===== src/rtl/div_iter.sv =====
// div_iter: iterative radix-2 restoring divider for the EX-stage DIV/DIVU handshake.
// One quotient bit is produced per cycle; the answer is {remainder, quotient}.
//
// Ports:
//   clock          rising-edge clock
//   reset          asynchronous, active-low reset
//   start          level request, held by EX while a DIV/DIVU occupies EX
//   flag_unsigned  1 = DIVU, 0 = DIV; sampled with the operands at the accepting edge
//   operand1       dividend (rs)
//   operand2       divisor (rt)
//   result         {remainder, quotient}, registered, held until the next FIX
//   done           single-cycle registered completion pulse
module div_iter #(
   parameter int unsigned WIDTH = 32
) (
   input  logic               clock,
   input  logic               reset,
   input  logic               start,
   input  logic               flag_unsigned,
   input  logic [WIDTH-1:0]   operand1,
   input  logic [WIDTH-1:0]   operand2,
   output logic [2*WIDTH-1:0] result,
   output logic               done
);

   localparam int unsigned CntW = $clog2(WIDTH);

   typedef enum logic [2:0] {StIdle, StBusy, StFix, StDone, StHold} state_e;

   state_e            state_q, state_d;
   logic [CntW-1:0]   cnt_q, cnt_d;
   logic [WIDTH-1:0]  rem_q, rem_d;   // partial remainder
   logic [WIDTH-1:0]  dvd_q, dvd_d;   // dividend, becomes the quotient as it shifts out
   logic [WIDTH-1:0]  dsr_q, dsr_d;   // divisor magnitude
   logic              neg_quo_q, neg_quo_d;
   logic              neg_rem_q, neg_rem_d;
   logic [2*WIDTH-1:0] result_d;
   logic              done_d;

   logic              sign1, sign2, div_zero;
   logic [WIDTH-1:0]  mag1, mag2;
   logic [WIDTH:0]    shifted, diff;

   // A zero divisor latches the raw dividend with no sign flags: the restoring loop then
   // yields quotient all-ones and remainder equal to the original operand1, uncorrected.
   assign div_zero = (operand2 == '0);
   assign sign1    = operand1[WIDTH-1] & ~flag_unsigned;
   assign sign2    = operand2[WIDTH-1] & ~flag_unsigned;
   assign mag1     = (sign1 && !div_zero) ? -operand1 : operand1;
   assign mag2     = sign2 ? -operand2 : operand2;

   // 0x80000000 negates to itself and is then treated as an unsigned magnitude.
   assign shifted  = {rem_q, dvd_q[WIDTH-1]};
   assign diff     = shifted - {1'b0, dsr_q};

   always_comb begin
      state_d   = state_q;
      cnt_d     = cnt_q;
      rem_d     = rem_q;
      dvd_d     = dvd_q;
      dsr_d     = dsr_q;
      neg_quo_d = neg_quo_q;
      neg_rem_d = neg_rem_q;
      result_d  = result;
      done_d    = 1'b0;

      case (state_q)
         // HOLD has already swallowed the cycle where EX still showed the finished
         // instruction (that edge was seen in DONE), so its exit edge may accept anew.
         StIdle, StHold: begin
            state_d = StIdle;
            if (start) begin
               state_d   = StBusy;
               cnt_d     = '0;
               rem_d     = '0;
               dvd_d     = mag1;
               dsr_d     = mag2;
               neg_quo_d = (sign1 ^ sign2) & ~div_zero;
               neg_rem_d = sign1 & ~div_zero;
            end
         end
         StBusy: begin
            if (!start) begin
               state_d = StIdle;
            end else begin
               if (!diff[WIDTH]) begin
                  rem_d = diff[WIDTH-1:0];
                  dvd_d = {dvd_q[WIDTH-2:0], 1'b1};
               end else begin
                  rem_d = shifted[WIDTH-1:0];
                  dvd_d = {dvd_q[WIDTH-2:0], 1'b0};
               end
               cnt_d = cnt_q + 1'b1;
               if (cnt_q == CntW'(WIDTH - 1)) begin
                  state_d = StFix;
               end
            end
         end
         StFix: begin
            result_d = {(neg_rem_q ? -rem_q : rem_q), (neg_quo_q ? -dvd_q : dvd_q)};
            done_d   = 1'b1;
            state_d  = StDone;
         end
         StDone: begin
            state_d = StHold;
         end
         default: begin
            state_d = StIdle;
         end
      endcase
   end

   always_ff @(posedge clock or negedge reset) begin
      if (!reset) begin
         state_q   <= StIdle;
         cnt_q     <= '0;
         rem_q     <= '0;
         dvd_q     <= '0;
         dsr_q     <= '0;
         neg_quo_q <= 1'b0;
         neg_rem_q <= 1'b0;
         result    <= '0;
         done      <= 1'b0;
      end else begin
         state_q   <= state_d;
         cnt_q     <= cnt_d;
         rem_q     <= rem_d;
         dvd_q     <= dvd_d;
         dsr_q     <= dsr_d;
         neg_quo_q <= neg_quo_d;
         neg_rem_q <= neg_rem_d;
         result    <= result_d;
         done      <= done_d;
      end
   end

endmodule


===== config.mk =====
export PLATFORM = sky130hd
export DESIGN_NAME = div_iter
export DESIGN_NICKNAME = d
export VERILOG_FILES = /design/src/rtl/div_iter.sv
export SDC_FILE = /design/constraint.sdc
export NUM_CORES = 1
export LEC_CHECK = 0
export CAP_MARGIN = 10
export CORE_ASPECT_RATIO = 1.2
export CORE_MARGIN = 2
export CORE_UTILIZATION = 25
export CTS_CLUSTER_SIZE = 8
export DETAILED_ROUTE_END_ITERATION = 8
export GPL_TIMING_DRIVEN = 0
export PLACE_DENSITY_LB_ADDON = 0.1
export SYNTH_ARGS = -nofsm -noshare
export SYNTH_HDL_FRONTEND = slang
export SYNTH_SLANG_ARGS = --single-unit

===== constraint.sdc =====
create_clock -name clock -period 4.6 [get_ports clock]
set_input_delay 1.15 -clock clock [delete_from_list [all_inputs] [get_ports clock]]
set_output_delay 1.15 -clock clock [all_outputs]
set_load 0.01 [all_outputs]

# Word level (Yosys, flattened, before mapping)
# Cells that the tools add are included.
# op_classes
addsub,6
n_eq_ne,8
n_mux,20
bitwise,7
n_reduce_logical,8
# ops
op,n
32-bit two-way mux,9
32-bit negator,4
32-bit case mux with 2 select lines,2
33-bit by 32-bit subtractor with 33-bit output,1
32-bit zero test,1
3-bit case mux with 4 select lines,1
5-bit two-way mux,2
5-bit case mux with 2 select lines,1
"3-bit by 2-bit equality test with 1-bit output, second input constant",2
3-bit two-way mux,2
"5-bit by 1-bit adder with 5-bit output, second input constant",1
"5-bit equality test, second input constant",1
1-bit AND,4
"2-bit != test, second input constant",2
"3-bit by 1-bit equality test with 1-bit output, second input constant",1
"3-bit equality test, second input constant",1
3-bit zero test,1
1-bit two-way mux,3
"3-bit != test, second input constant",1
3-bit AND reduction,1
1-bit inverter,2
2-bit AND reduction,1
2-bit nonzero test,1
2-bit OR reduction,1
3 further kinds,3
# word_totals
register_bits,171
input_bits,68
out_inout_bits,65
wordCells,58

# Longest topological paths before layout
# Gate-level depths: netlist (run 1).
# depth
ltp_word,6
mapped_depth,14
ltp_nobuf,12

# Least setup slack after synthesis (run 1)
# No wires, ideal clock.
# synth_path
kind,input to register
from,input port operand2[6]
to,register dvd_q[26]
setup_time_ns,0.158
arrival_time_ns,3.456
required_ns,4.442
slack_ns,0.986
path_stages,10
path_cell_list,or4_1 > or3_1 > nor3b_2 > and3_1 > a31oi_1 > and2_1 > clkbuf_1 > o41ai_1 > xor2_1 > a21oi_1
# synth_via
elab_chain_len,6
# synth_rtl
element,line_no,rtl
"start, declared",21,"input logic [WIDTH-1:0] operand2,"
32-bit zero test,46,assign div_zero = (operand2 == '0);
1-bit zero test,49,assign mag1 = (sign1 && !div_zero) ? -operand1 : operand1;
1-bit logical AND,49,
32-bit two-way mux,49,
32-bit two-way mux,72,if (start) begin
32-bit case mux with 2 select lines,67,case (state_q)
"end signal, assigned",128,dvd_q <= dvd_d;
"end, declared",33,"logic [WIDTH-1:0] dvd_q, dvd_d;"
# Every way passes these cells. The select of a mux whose other input is x is not followed.
# A chain may end at the register's enable or synchronous reset.

# Worst setup path in the final report (run 1)
# layout_path
from,input port operand2[6]
to,register dvd_q[24]
# The elaborated chain is that of the path after synthesis.

==> flow_summary.yaml, run 1 <==
outcome:
  outcome: "finished clean"
floorplanning:
  design.die.area_sq_um: 45800
  die_y_um: 234
  core_area_sq_um: 43600
  die_w_um: 196
  row_count: 84
  io_pins: 133
  initial_core_util_pct: 25.3
worst_setup_path:
  worst-r2r-cell-count: 14
  cp_max_fo: 10
  worstSetupStartpoint: "operand2[6]"
  r2r_setup_slack_ns: 0.27
  crit_path_end_kind: "flop"
  r2r_end: "rem_q[0]$_DFFE_PN0P_"
  rr_startpoint: "dvd_q[31]$_DFFE_PN0P_"
  critical_path_class: "in2reg"
  crit_arrival_ns: 4.77
  required_ns: 4.89
  startpoint_type: "primary input"
yosys:
  synth_edf_count: 0
  synth-seq-cells: 171
  synthArstFlopShare_pct: 100
  yosysSeqAreaShare_pct: 38.8
  netlist_area_sq_um: 11000
  netlist.area_leader.share_pct: 38.8
  synth_top_area_cell: "dfrtp_1"
  synth.avg_cell_area_sq_um: 8.35
  synthMuxAreaShare_pct: 0.454
  synth_cell_types: 63
  synth.most_common_cell: "nand2_1"
  yosys-top-cells-count: "nand2_1, dfrtp_1, o21ai_0"
  synthFlopType: "dfrtp_1"
  netlist_top_cells_area: "dfrtp_1, xor2_1, o21ai_0, nand2_1, ha_1"
  yosys_warnings: 0
  synth-simple-area-share_pct: 19.1
  synthCells: 1320
  syn_nets: 1427
  synth_xor_area_share_pct: 11.8
  synth_top_family_by_area: "compound AO/OA/AOI/OAI gates"
  synth_fa_ha_area_share_pct: 4.50
  synth-compound-area-share_pct: 20.9
power:
  power_density_nw_per_um2: 353
  seq_power_share_pct: 38.5
  p_leak_uw: 0.00566
  internal_power_uw: 3040
  p_clk_share_pct: 32.0
  comb_power_share_pct: 29.5
  power_switching_uw: 1800
  switching_share_pct: 37.3
  vdd_ir_drop_max_mv: 0.251
grt:
  use_met2_pct: 31.9
  track_usage_pct: 17.4
  antenna_found_initial: 0
  met1_usage_pct: 21.5
  use_met3_pct: 2.19
  overflow: 0
  grt_pass1_wl_um: 60900
  grt_pass1_vias: 10321
  grt_max_degree: 91
  top_usage_layer: "met2"
cts:
  numCtsBuffers: 17
  worstSkewPairLatency_ns: 0.46
  clockBufferDepth: 2
  post_cts.repair.setup_buffers: 0
  cts_tree: "done"
  cts_sinks: 171
  cts-htree-levels: 4
  root_buffer: "clkbuf_16"
  cts.clk_slew.worst_paths_ns: 0.08
timing:
  slew_headroom_pct: 37.8
  skew_ns: 0.0175
  fin_crit_sh_pct: 97.3
  drv_slew: 0
  max_freq_mhz: 223
  worst_pin_slew_ns: 0.929
  hold_viol: 0
  setup_viol: 0
  grt_setup_unrepaired: "yes"
  finalCriticalPeriod_ns: 4.48
  finalSetupTns_ns: 0
  timing.hold.ws_ns: 0.479
layout:
  fin_area_sq_um: 13700
  diodes: 0
  instances_no_fill: 2044
  final_net_count: 1579
  drive_gt1_share_pct: 3.70
  fill_cells: 4667
  area_growth_pct: 24.5
detailed_routing:
  dr_total_vias: 10063
  route.detailed.drc: 0
  drt-vias-per-instance: 4.92
  ant_nets: 0
  wirelength_um: 39000
  drt_iter0_markers: 535
  wire_per_inst_um: 19.1
  first_pass_iters: 5
place:
  io_buffers: 132
  place_area_sq_um: 13100
  dp_hpwl_um: 30400
  routabilityCongestion: 0.859
  dpl.cell_count: 2012
worst_hold_path:
  holdPathEnd: "result[14]$_DFFE_PN0P_"
  whs_path_depth: 2
  min_from: "result[14]$_DFFE_PN0P_"
  hold_class: "reg2reg"
job:
  cap_viol_max_count: 0
-- state kept, by name, summed over array words and instances (netlist names) --
name and count:
dvd_q 32, result 64, dsr_q 32, done 1
neg_quo_q 1, state_q 3, cnt_q 5, rem_q 32
neg_rem_q 1
-- power groups by stage --
stage	logic [uW]	registers [uW]	clock network [uW]
after floorplan	969	1830	0
after global placement	1440	1890	0
after detailed placement	1450	1890	0
after CTS	1450	1860	1600
after global routing	1620	1890	1660
final	1430	1860	1550
-- stage by stage --
step	power (uW)	utilization [%]	setup WS [ns]
2_1_floorplan	2790	-	0.986
3_3_place_gp	3320	29.9	-5.59
3_5_place_dp	3340	30.0	-0.531
4_1_cts	4910	31.4	0.0327
5_1_grt	5170	31.4	-0.000275
6_report	4840	31.4	0.125
-- area by class of cell --
type	count	area [sq um]	area share, %
Tap cell	559	699	5.10
Inverter	55	206	1.51
Clock buffer	17	425	3.10
Buffer	72	272	1.98
Timing Repair Buffer	133	1350	9.87
Clock inverter	15	183	1.33
Multi-Input combinational cell	1022	6290	45.9
Sequential cell	171	4280	31.2
-- critical path, cell delays in order --
cell and delay [ns]:
clkdlybuf4s50_1 0.49, or4_1 0.61, or3_1 0.39, nor3b_4 0.35, and3_1 0.29, a31oi_2 0.24
and2_2 0.36, clkbuf_1 0.30, o21ai_0 0.20, xor2_1 0.25, a21oi_1 0.11
-- routing by layer --
layer  up-vias  share of wire, %
li1       5002                 -
met1      4849                44
met2       182                51
met3        30               3.0
met4         0               1.7
met5         -                 0
-- cell families (layout without fill, tap and decap cells) --
family | count (synthesis) | count (layout)
simple gates | 449 | 449
compound gates | 380 | 380
flops | 171 | 171
xor+xnor | 149 | 149
buf+inv | 127 | 292
fa+ha+maj | 39 | 39
mux | 5 | 5
-- layout by cell type (no fill, tap or decap), types with 8 or more instances in the layout --
master,count
nand2b_1,14
dfrtp_1,171
clkbuf_1,68
xor2_1,98
a21o_1,8
clkdlybuf4s50_1,131
nor3_1,17
inv_1,55
o21ai_0,156
clkbuf_16,17
or4_1,14
nor2_1,73
a21oi_1,86
o31ai_1,27
or3_1,23
xnor2_1,50
nand2_1,185
o41ai_1,18
nor4_1,8
nand3_1,75
o311ai_0,12
ha_1,38
o22ai_1,26
-- timing repair --
| item | 4_1_cts | 5_1_grt |
|---|---|---|
| hold buffers | 0 | 0 |
| endpoints found under the setup margin | 3 | 20 |
| gates cloned | 0 | 0 |
| gates resized for setup | 1 | 6 |
-- worst max path at each step --
stage               slack (ns)                     to  cells past startpoint
floorplan                 0.99  dvd_q[26]$_DFFE_PN0P_                     10
global placement         -5.59  dsr_q[28]$_DFFE_PN0P_                      1
detailed placement       -0.53  dvd_q[26]$_DFFE_PN0P_                     11
CTS                       0.03  dvd_q[26]$_DFFE_PN0P_                     11
global route           -0.0003  rem_q[20]$_DFFE_PN0P_                     14
finish                    0.12  dvd_q[24]$_DFFE_PN0P_                     11
Note: power is estimated with default switching activity, not from simulation.
==> run 2: changes to the inputs <==
- SKIP_LAST_GASP: not set -> 1
==> results of run 2 <==
The final DEF is identical to that of run 1; final timing and power are the same.
